===== config.mk =====
export PLATFORM = sky130hd
export DESIGN_NAME = cpu_control_fsm
export DESIGN_NICKNAME = d
export VERILOG_FILES = /design/src/rtl/cpu_control_fsm.sv
export SDC_FILE = /design/constraint.sdc
export NUM_CORES = 1
export LEC_CHECK = 0
export ABC_AREA = 1
export CORE_UTILIZATION = 54
export DETAILED_ROUTE_END_ITERATION = 6
export PLACE_DENSITY = 0.95
export SLEW_MARGIN = 15
export SYNTH_ARGS = -nofsm -noshare
export SYNTH_HDL_FRONTEND = slang
export SYNTH_SLANG_ARGS = --single-unit

===== constraint.sdc =====
create_clock -name i_clk -period 3.9 [get_ports i_clk]
set_input_delay 0.975 -clock i_clk [delete_from_list [all_inputs] [get_ports i_clk]]
set_output_delay 0.975 -clock i_clk [all_outputs]
set_load 0.01 [all_outputs]

===== src/rtl/cpu_control_fsm.sv =====
// Multicycle CPU control sequencer: fetch/decode/execute/resolve/mem/writeback with shared memory-port handshake.
// Strobes are combinational from state (ir_load and MEM-exit rf_we also gated by i_mem_ready); memory waits stall until ready or timeout trap.
module cpu_control_fsm #(
    parameter int TIMEOUT        = 255,
    parameter bit RESET_TO_FETCH = 1'b1
) (
    input  logic        i_clk,
    input  logic        i_rst_n,
    input  logic        i_run,
    input  logic [5:0]  i_op,
    input  logic        i_mem_ready,
    input  logic        i_jump_DV,
    output logic [31:0] o_alu_op,
    output logic        o_b_sel,
    output logic        o_ab_load,
    output logic        o_ir_load,
    output logic        o_mem_req,
    output logic        o_mem_we,
    output logic        o_mem_addr_sel,
    output logic        o_rf_we,
    output logic        o_pc_load,
    output logic        o_pc_sel,
    output logic        o_busy,
    output logic        o_trap,
    output logic [31:0] o_retired
);

    typedef enum logic [2:0] {
        S_IDLE, S_FETCH, S_DECODE, S_EXECUTE, S_RESOLVE, S_MEM, S_WRITEBACK, S_TRAP
    } state_t;

    state_t      r_state;
    state_t      w_next;
    logic [5:0]  r_op;
    logic        r_jump_q;
    logic [15:0] r_wait;
    logic [31:0] r_retired;

    logic        w_is_alu;
    logic        w_is_load;
    logic        w_is_store;
    logic        w_is_jump_wb;
    logic        w_wait_last;
    logic [31:0] w_alu_op;

    // Op class is taken from the copy latched in DECODE so later states do not depend on i_op staying put.
    assign w_is_alu     = (r_op <= 6'd26);
    assign w_is_load    = (r_op >= 6'd27) && (r_op <= 6'd31);
    assign w_is_store   = (r_op >= 6'd32) && (r_op <= 6'd34);
    assign w_is_jump_wb = (r_op >= 6'd41) && (r_op <= 6'd44);
    assign w_wait_last  = (r_wait == 16'(TIMEOUT - 1));
    assign o_retired    = r_retired;

    always_comb begin
        if (w_is_load)
            w_alu_op = 32'd18;
        else if (w_is_store)
            w_alu_op = 32'd0;
        else
            w_alu_op = {26'd0, r_op};
    end

    always_comb begin
        w_next         = r_state;
        o_alu_op       = 32'd0;
        o_b_sel        = 1'b0;
        o_ab_load      = 1'b0;
        o_ir_load      = 1'b0;
        o_mem_req      = 1'b0;
        o_mem_we       = 1'b0;
        o_mem_addr_sel = 1'b0;
        o_rf_we        = 1'b0;
        o_pc_load      = 1'b0;
        o_pc_sel       = 1'b0;
        o_busy         = 1'b1;
        o_trap         = 1'b0;
        case (r_state)
            S_IDLE: begin
                o_busy = 1'b0;
                if (i_run)
                    w_next = S_FETCH;
            end
            S_FETCH: begin
                o_mem_req = 1'b1;
                if (i_mem_ready) begin
                    o_ir_load = i_rst_n;
                    w_next    = S_DECODE;
                end else if (w_wait_last) begin
                    w_next = S_TRAP;
                end
            end
            S_DECODE: begin
                o_ab_load = 1'b1;
                w_next    = (i_op >= 6'd45) ? S_TRAP : S_EXECUTE;
            end
            S_EXECUTE: begin
                o_alu_op = w_alu_op;
                o_b_sel  = w_is_store;
                w_next   = S_RESOLVE;
            end
            S_RESOLVE: begin
                o_alu_op = w_alu_op;
                w_next   = (w_is_load || w_is_store) ? S_MEM : S_WRITEBACK;
            end
            S_MEM: begin
                o_mem_req      = 1'b1;
                o_mem_addr_sel = 1'b1;
                o_mem_we       = w_is_store;
                if (i_mem_ready) begin
                    // Reset in the completion cycle abandons the load without a register write.
                    o_rf_we = w_is_load && i_rst_n;
                    w_next  = S_WRITEBACK;
                end else if (w_wait_last) begin
                    w_next = S_TRAP;
                end
            end
            S_WRITEBACK: begin
                o_pc_load = 1'b1;
                o_pc_sel  = r_jump_q;
                o_rf_we   = w_is_alu || w_is_jump_wb;
                w_next    = S_FETCH;
            end
            S_TRAP: begin
                o_busy = 1'b0;
                o_trap = 1'b1;
            end
            default: w_next = S_TRAP;
        endcase
    end

    always_ff @(posedge i_clk) begin
        if (!i_rst_n) begin
            r_state   <= RESET_TO_FETCH ? S_FETCH : S_IDLE;
            r_op      <= 6'd0;
            r_jump_q  <= 1'b0;
            r_wait    <= 16'd0;
            r_retired <= 32'd0;
        end else begin
            r_state <= w_next;
            if (r_state == S_DECODE)
                r_op <= i_op;
            if (r_state == S_RESOLVE)
                r_jump_q <= i_jump_DV;
            if (w_next != r_state)
                r_wait <= 16'd0;
            else if (((r_state == S_FETCH) || (r_state == S_MEM)) && !i_mem_ready)
                r_wait <= r_wait + 16'd1;
            if (r_state == S_WRITEBACK)
                r_retired <= r_retired + 32'd1;
        end
    end

endmodule

# Yosys cells after proc, flatten, opt, wreduce, memory -nomap -nowiden
# Cells that the tools add are included.
dict set report word_totals {
  reg_bits 58
  inputBits 11
  output_inout_bits 75
}
dict set report classes {
  addsub 2
  order_cmp 8
  n_eq_ne 9
  n_mux 23
  bitwise 1
  n_reduce_logical 14
}
# op count
set op_table {}
lappend op_table {{32-bit by 1-bit adder with 32-bit output, second input constant} 1}
lappend op_table {{32-bit two-way mux} 1}
lappend op_table {{3-bit case mux with 7 select lines} 1}
lappend op_table {{6-bit >= comparator, second input constant} 3}
lappend op_table {{16-bit by 1-bit adder with 16-bit output, second input constant} 1}
lappend op_table {{16-bit by 8-bit equality test with 1-bit output, second input constant} 1}
lappend op_table {{3-bit two-way mux} 5}
lappend op_table {{3-bit equality test, second input constant} 4}
lappend op_table {{6-bit by 5-bit <= comparator with 1-bit output, second input constant} 2}
lappend op_table {{6-bit <= comparator, second input constant} 2}
lappend op_table {{1-bit two-way mux} 12}
lappend op_table {{6-bit two-way mux} 2}
lappend op_table {{2-bit OR reduction} 4}
lappend op_table {{3-bit by 2-bit equality test with 1-bit output, second input constant} 2}
lappend op_table {{6-bit by 5-bit >= comparator with 1-bit output, second input constant} 1}
lappend op_table {{1-bit logical AND} 5}
lappend op_table {{3-bit by 1-bit equality test with 1-bit output, second input constant} 1}
lappend op_table {{3-bit logical NOT} 1}
lappend op_table {{1-bit logical OR} 3}
lappend op_table {{3-bit != test} 1}
lappend op_table {{2-bit two-way mux} 1}
lappend op_table {{1-bit case mux with 2 select lines} 1}
lappend op_table {{1-bit logical NOT} 1}
lappend op_table {{1-bit inverter} 1}

# Logic depth before layout (Yosys ltp)
# Gate-level depths: netlist of run 1.
dict set report depth {
  depth_word 7
  depth_mapped 12
}

# Worst setup path before layout of run 1
# Ideal clock, no wire load.
dict set report synth_timing {
  kind {input to output}
  from {input port i_rst_n}
  to {output port o_rf_we}
  t_arrival_ns 1.390
  t_required_ns 2.925
  slack_ns 1.535
  path_stages 2
  n_path_buf 0
  cell_sequence {nand2_1 > o31ai_1}
}
dict set report synth_between {
  elab_chain_len 3
}
# item line
set synth_rtl {}
lappend synth_rtl {{start, declared} 8} ;# input logic i_rst_n,
lappend synth_rtl {{1-bit logical AND} 111} ;# o_rf_we = w_is_load && i_rst_n;
lappend synth_rtl {{1-bit two-way mux} 109} ;# if (i_mem_ready) begin
lappend synth_rtl {{1-bit case mux with 2 select lines} 77} ;# case (r_state)
lappend synth_rtl {{end, declared} 20} ;# output logic o_rf_we,
# Every way passes these cells.

# Worst setup path after layout of run 1
# Same ends and word-level chain as after synthesis.

==> run metrics, run 1 <==
cell count after synthesis 523; asr flop ratio synth 0%; Clk pin slew, worst setup/hold paths 0.06 ns; GPL Wtd Cong 0.970; fill cell count 514; FF+latch area 1160 sq um; GR Layer Usage met2 42.0%; Achievable Freq 0.300 GHz; Main synth FF type dfxtp_1; GRT Max-Usage Layer met2; IO Port Bufs 59; TNS Setup 0 ns; Hold Path Origin r_jump_q; H-tree depth 3; r2r startpoint r_state[1]; crit-path max FO 2; Via Count 3503; crit path kind in2out; Crit path arrival time 2.36 ns; Post-synth EDFFs 0; unrepaired setup endpoints after global routing false; period utilisation layout 85.6%; CP Launch Point i_rst_n; total CTS buffers 9; VDD IR max 0.203 mV; hpwl dp 5.98 mm; Final Critical Period 3.34 ns; Multi-input gate area 2060 sq um; library cells used by synthesis 42; Synth Cell Area 3620 sq um; Avg Inst Size Synth 6.92 sq um; DR WL/cell 12.3 um; Site Rows 29; M3 GR Usage 5.24%; Root Buffer clkbuf_8; Hold Path Class reg2reg; Sink Count 58; endpoints failing hold 0; final core occ 68.0%; Final Non-Filler Cells 666; vias per cell 5.26; sequential share of the synthesized area 32.1%; final setup violating endpoints 0; TritonRoute pass-1 iters 7; CTS tree built; violated checks DRC; global-route wire length before repair 13.8 mm; DP Cell Count 651; Routed Antenna Nets 0; area delta synth->final 20.6%; Starting Density 56.3%; number of DRC markers in iteration 0 158; residual DRC count 14; power density cells 318 nW/um^2; io pins 86; CP Launch Type input pin; fraction of layout cells with a size suffix above 1 9.51%; crit end category output pin; Final Max Slew Viols 0; gr usage total 24.3%; CORE AREA 6420 sq um; LEAKAGE 0.00158 uW; diode count 0; number of global-route vias before repair 3244; pin count of the biggest net entering global routing 23; Power Total 1390 uW; # hold bufs at CTS 0; die footprint 7030 sq um; status finished with violations; #FFs+latches synth 58; postcts setup bufs 0; clock skew 0.00599 ns; worst slew pin tran 0.768 ns; grt ovf 0; Rel. slew slack 48.7%; YS warnings 0; Die Wd 83.9 um; Max-cap violations 0; Req. time, crit path 2.92 ns; die height 83.9 um; # resized after CTS 0; GR met1 Demand/Resource 28.4%; NumNets Final 599; initial antenna violation count 0; total routed wirelength 8.22 mm; Clock Tree Buf Depth 2; clk_lat worst skew 0.34 ns
[worst paths after layout]
check,endpoint,slack (ns),depth (start not counted)
worst max-delay path,o_rf_we,0.56,4
worst min-delay path,r_jump_q,0.47,2
worst max register to register,o_retired[21],1.78,9
worst min register to register,r_jump_q,0.47,2
[layer usage]
layer	routed length (um)	up-vias
met1	3440	1591
met2	4080	145
met5	0	-
met3	547	19
met4	162	0
li1	-	1748
[flip-flops by register name, indices dropped and copies added (netlist names)]
signal / count
r_jump_q: 1
o_retired: 32
r_state: 3
r_wait: 16
r_op: 6
[cell usage in the layout (no fill, tap or decap), types with 3 or more instances in the layout]
cell type and n:
nand2_4 3, nand4_1 10, conb_1 26, nor2_4 13, xnor2_1 10, nand2_2 3
dfxtp_1 58, ha_1 3, o21ai_1 4, nand3_1 26, nor2_1 68, a21oi_1 27
nand3_2 6, inv_1 58, nand2_1 114, xor2_1 14, o21ai_0 15, clkdlybuf4s50_1 59
clkbuf_8 12, nand3b_1 4, nor2_2 6, nor3_1 23
[critical path: stages]
cell	delay [ns]
clkdlybuf4s50_1	0.50
nand2_1	0.09
o31ai_1	0.22
clkdlybuf4s50_1	0.57
[power breakdown]
group / internal, uW / total, uW / switching (uW) / leakage, uW
logic: 67.4 / 194 / 127 / 0.00101
registers: 604 / 625 / 20.8 / 0.000468
clock network: 343 / 571 / 228 / 0.000106
total: 1010 / 1390 / 375 / 0.00158
[metrics by stage]
step | setup WS, ns | cell area, sq um | hold slack [ns]
finish | 0.563 | 4370 | 0.469
global route | 0.421 | 4370 | 0.494
CTS | 0.556 | 4370 | 0.466
detailed placement | 0.566 | 4160 | 0.457
global placement | 0.605 | 4160 | 0.444
floorplan | 1.54 | 3710 | 0.430
[cell type report]
cell class / instances / share of cell area, %
Multi-Input combinational cell: 393 / 47.2
Sequential cell: 58 / 26.6
Timing Repair Buffer: 60 / 13.7
Inverter: 63 / 5.62
Clock buffer: 13 / 3.87
Tap cell: 77 / 2.21
Clock inverter: 2 / 0.803
[Yosys cell counts (2+ instances only)]
library cell / n / area share, %
nand2_4: 3 / 0.93
a21oi_1: 27 / 3.7
nand4_1: 10 / 1.7
nor3_1: 23 / 3.2
inv_2: 2 / 0.21
nor2_4: 13 / 4.0
o21ai_0: 15 / 2.1
xnor2_1: 10 / 2.4
inv_1: 58 / 6.0
nor2_1: 68 / 7.1
nand3b_1: 4 / 0.83
nor3_2: 2 / 0.55
nand2_2: 3 / 0.52
a31oi_1: 2 / 0.35
ha_1: 3 / 1.0
nor2_2: 6 / 1.0
nand3_2: 6 / 1.7
nand2_1: 114 / 12
nor3b_1: 2 / 0.41
nand3_1: 26 / 3.6
buf_4: 27 / 5.6
clkbuf_1: 6 / 0.62
dfxtp_1: 58 / 32
xor2_1: 14 / 3.4
o21ai_1: 4 / 0.55
[cell families after synthesis]
group | share of synthesized area (%)
AND/OR/NAND/NOR | 39.2
other | 0.104
XOR/XNOR | 5.81
flip-flops | 32.1
buffers and inverters | 13.6
adder cells (fa/ha/maj) | 1.04
AO/OA/AOI/OAI | 8.20
No activity file was read; power rests on OpenSTA's default activity.
==> inputs of run 2 (changes only) <==
--- a/config.mk
+++ b/config.mk
@@ -6,9 +6,10 @@
 export NUM_CORES = 1
 export LEC_CHECK = 0
 export ABC_AREA = 1
-export CORE_UTILIZATION = 54
+export CORE_MARGIN = 5
+export CORE_UTILIZATION = 45
 export DETAILED_ROUTE_END_ITERATION = 6
-export PLACE_DENSITY = 0.95
+export PLACE_DENSITY = 0.83
 export SLEW_MARGIN = 15
 export SYNTH_ARGS = -nofsm -noshare
 export SYNTH_HDL_FRONTEND = slang
==> run 2 against run 1 <==
The flow now finishes without violations; core utilization decreased by 12 points; critical path depth is the same; sequential power hardly changed; cell area up 0.43%; combinational power barely moved; routed wire length increased by 4.2%; via count down 3.9%; critical endpoint unchanged; largest cell class unchanged; highest routed layer unchanged.
==> run metrics, run 2 (synthesis gave the netlist of run 1 again) <==
status finished, final reports clean; unrepaired setup endpoints after global routing false; GRT Max-Usage Layer met2; share of total power in combinational logic 14.1%; grt ovf 0; Final Critical Period 3.36 ns; diode count 0; max reg flops 32; H-tree depth 3; CP Launch Type input pin; CORE AREA 7770 sq um; TritonRoute pass-1 iters 4; Largest stage delay, worst path 0.57 ns; number of DRC markers in iteration 0 122; fraction of layout cells with a size suffix above 1 9.52%; DR WL/cell 12.4 um; gr usage total 17.8%; TNS Setup 0 ns; power density cells 312 nW/um^2; total CTS buffers 9; total routed wirelength 8.57 mm; pre-CTS setup slack 0.540 ns; R2R Setup Slk 1.76 ns; Routed Antenna Nets 0; DP Area 4190 sq um; Site Rows 32; # hold bufs at CTS 0; io pins 86; die height 99.7 um; NumNets Final 599; IO Port Bufs 59; Final Max Slew Viols 0; M3 GR Usage 4.91%; Sink Count 58; sw frac 27.4%; postcts setup bufs 0; final setup violating endpoints 0; period utilisation layout 86.1%; Top cell by count, worst path clkdlybuf4s50_1; pin count of the biggest net entering global routing 23; crit-path max FO 2; crit end category output pin; Hold Path Class reg2reg; die footprint 9930 sq um; area delta synth->final 21.2%; most common cell after layout, fill and taps aside nand2_1; GR met1 Demand/Resource 21.7%; Int Power 992 uW; Hold Slack 0.463 ns; Req. time, crit path 2.92 ns; CP cell instances clkdlybuf4s50_1, nand2_1, o31ai_1, clkdlybuf4s50_1; GR Layer Usage met2 30.3%; clock skew 0.00922 ns; hpwl dp 6.47 mm; Root Buffer clkbuf_8; final core occ 56.4%; # resized after CTS 0; Via Count 3365; setup ws final 0.542 ns; initial antenna violation count 0; clk_lat worst skew 0.33 ns; LEAKAGE 0.00158 uW; Max-cap violations 0; Starting Density 46.6%; vias per cell 4.88; endpoints failing hold 0; VDD IR max 0.184 mV; fill cell count 729; Rel. slew slack 47.2%; worst slew pin tran 0.791 ns; slowest CP cell clkdlybuf4s50_1; commonest non-fill, non-tap cells in the layout 114 x nand2_1, 68 x nor2_1, 59 x clkdlybuf4s50_1; clock share of power 40.3%; Clk pin slew, worst setup/hold paths 0.07 ns; number of global-route vias before repair 3286; Clock Tree Buf Depth 2; CTS tree built; Seq pwr share 45.7%; Die Wd 99.7 um; Net Sw Power 375 uW; crit path kind in2out; global-route wire length before repair 14.5 mm; residual DRC count 0; Achievable Freq 0.298 GHz; Crit path arrival time 2.38 ns; Final Cell Area 4380 sq um; GPL Wtd Cong 0.901
run 2: cell count changes in the layout (fill, tap and decap cells not counted), sizes merged:
| cell | change |
|---|---|
| clkinv | +1 |
| clkbuf | -2 |
run 2: area by class of cell:
type	instances	area, sq um	share of cell area, %
Tap cell	102	128	2.91
Timing Repair Buffer	60	598	13.6
Inverter	63	245	5.59
Sequential cell	58	1160	26.5
Clock buffer	11	151	3.45
Multi-Input combinational cell	393	2060	47.0
Clock inverter	3	40.0	0.913
run 2: per-stage QoR:
step                      power, uW  std cells
after floorplan                 800        548
after global placement          822        676
after detailed placement        828        676
after CTS                      1380        690
after global routing           1440        690
final                          1370        690
run 2: worst max-delay path: cells and delay by family:
| kind | cells | cell delay [ns] |
|---|---|---|
| compound gates | 1 | 0.22 |
| buf+inv | 2 | 1.09 |
| simple gates | 1 | 0.09 |
run 2: routing by layer:
metal	part of all wire (%)	routed length (um)
met1	44	3760
met2	48	4130
met3	6.9	590
met4	1.0	87
met5	0	0
run 2: power by group through the flow:
stage | combinational, uW | sequential [uW] | clock [uW]
2_1_floorplan | 172 | 628 | 0
3_3_place_gp | 186 | 636 | 0
3_5_place_dp | 191 | 637 | 0
4_1_cts | 192 | 624 | 568
5_1_grt | 215 | 627 | 594
6_report | 192 | 624 | 550
run 2: path summary, 6_finish.rpt:
kind / start / end / cells after the start
max reg2reg: r_state[1] / o_retired[14] / 9
min reg2reg: r_jump_q / r_jump_q / 2
min: r_jump_q / r_jump_q / 2
max: i_rst_n / o_rf_we / 4
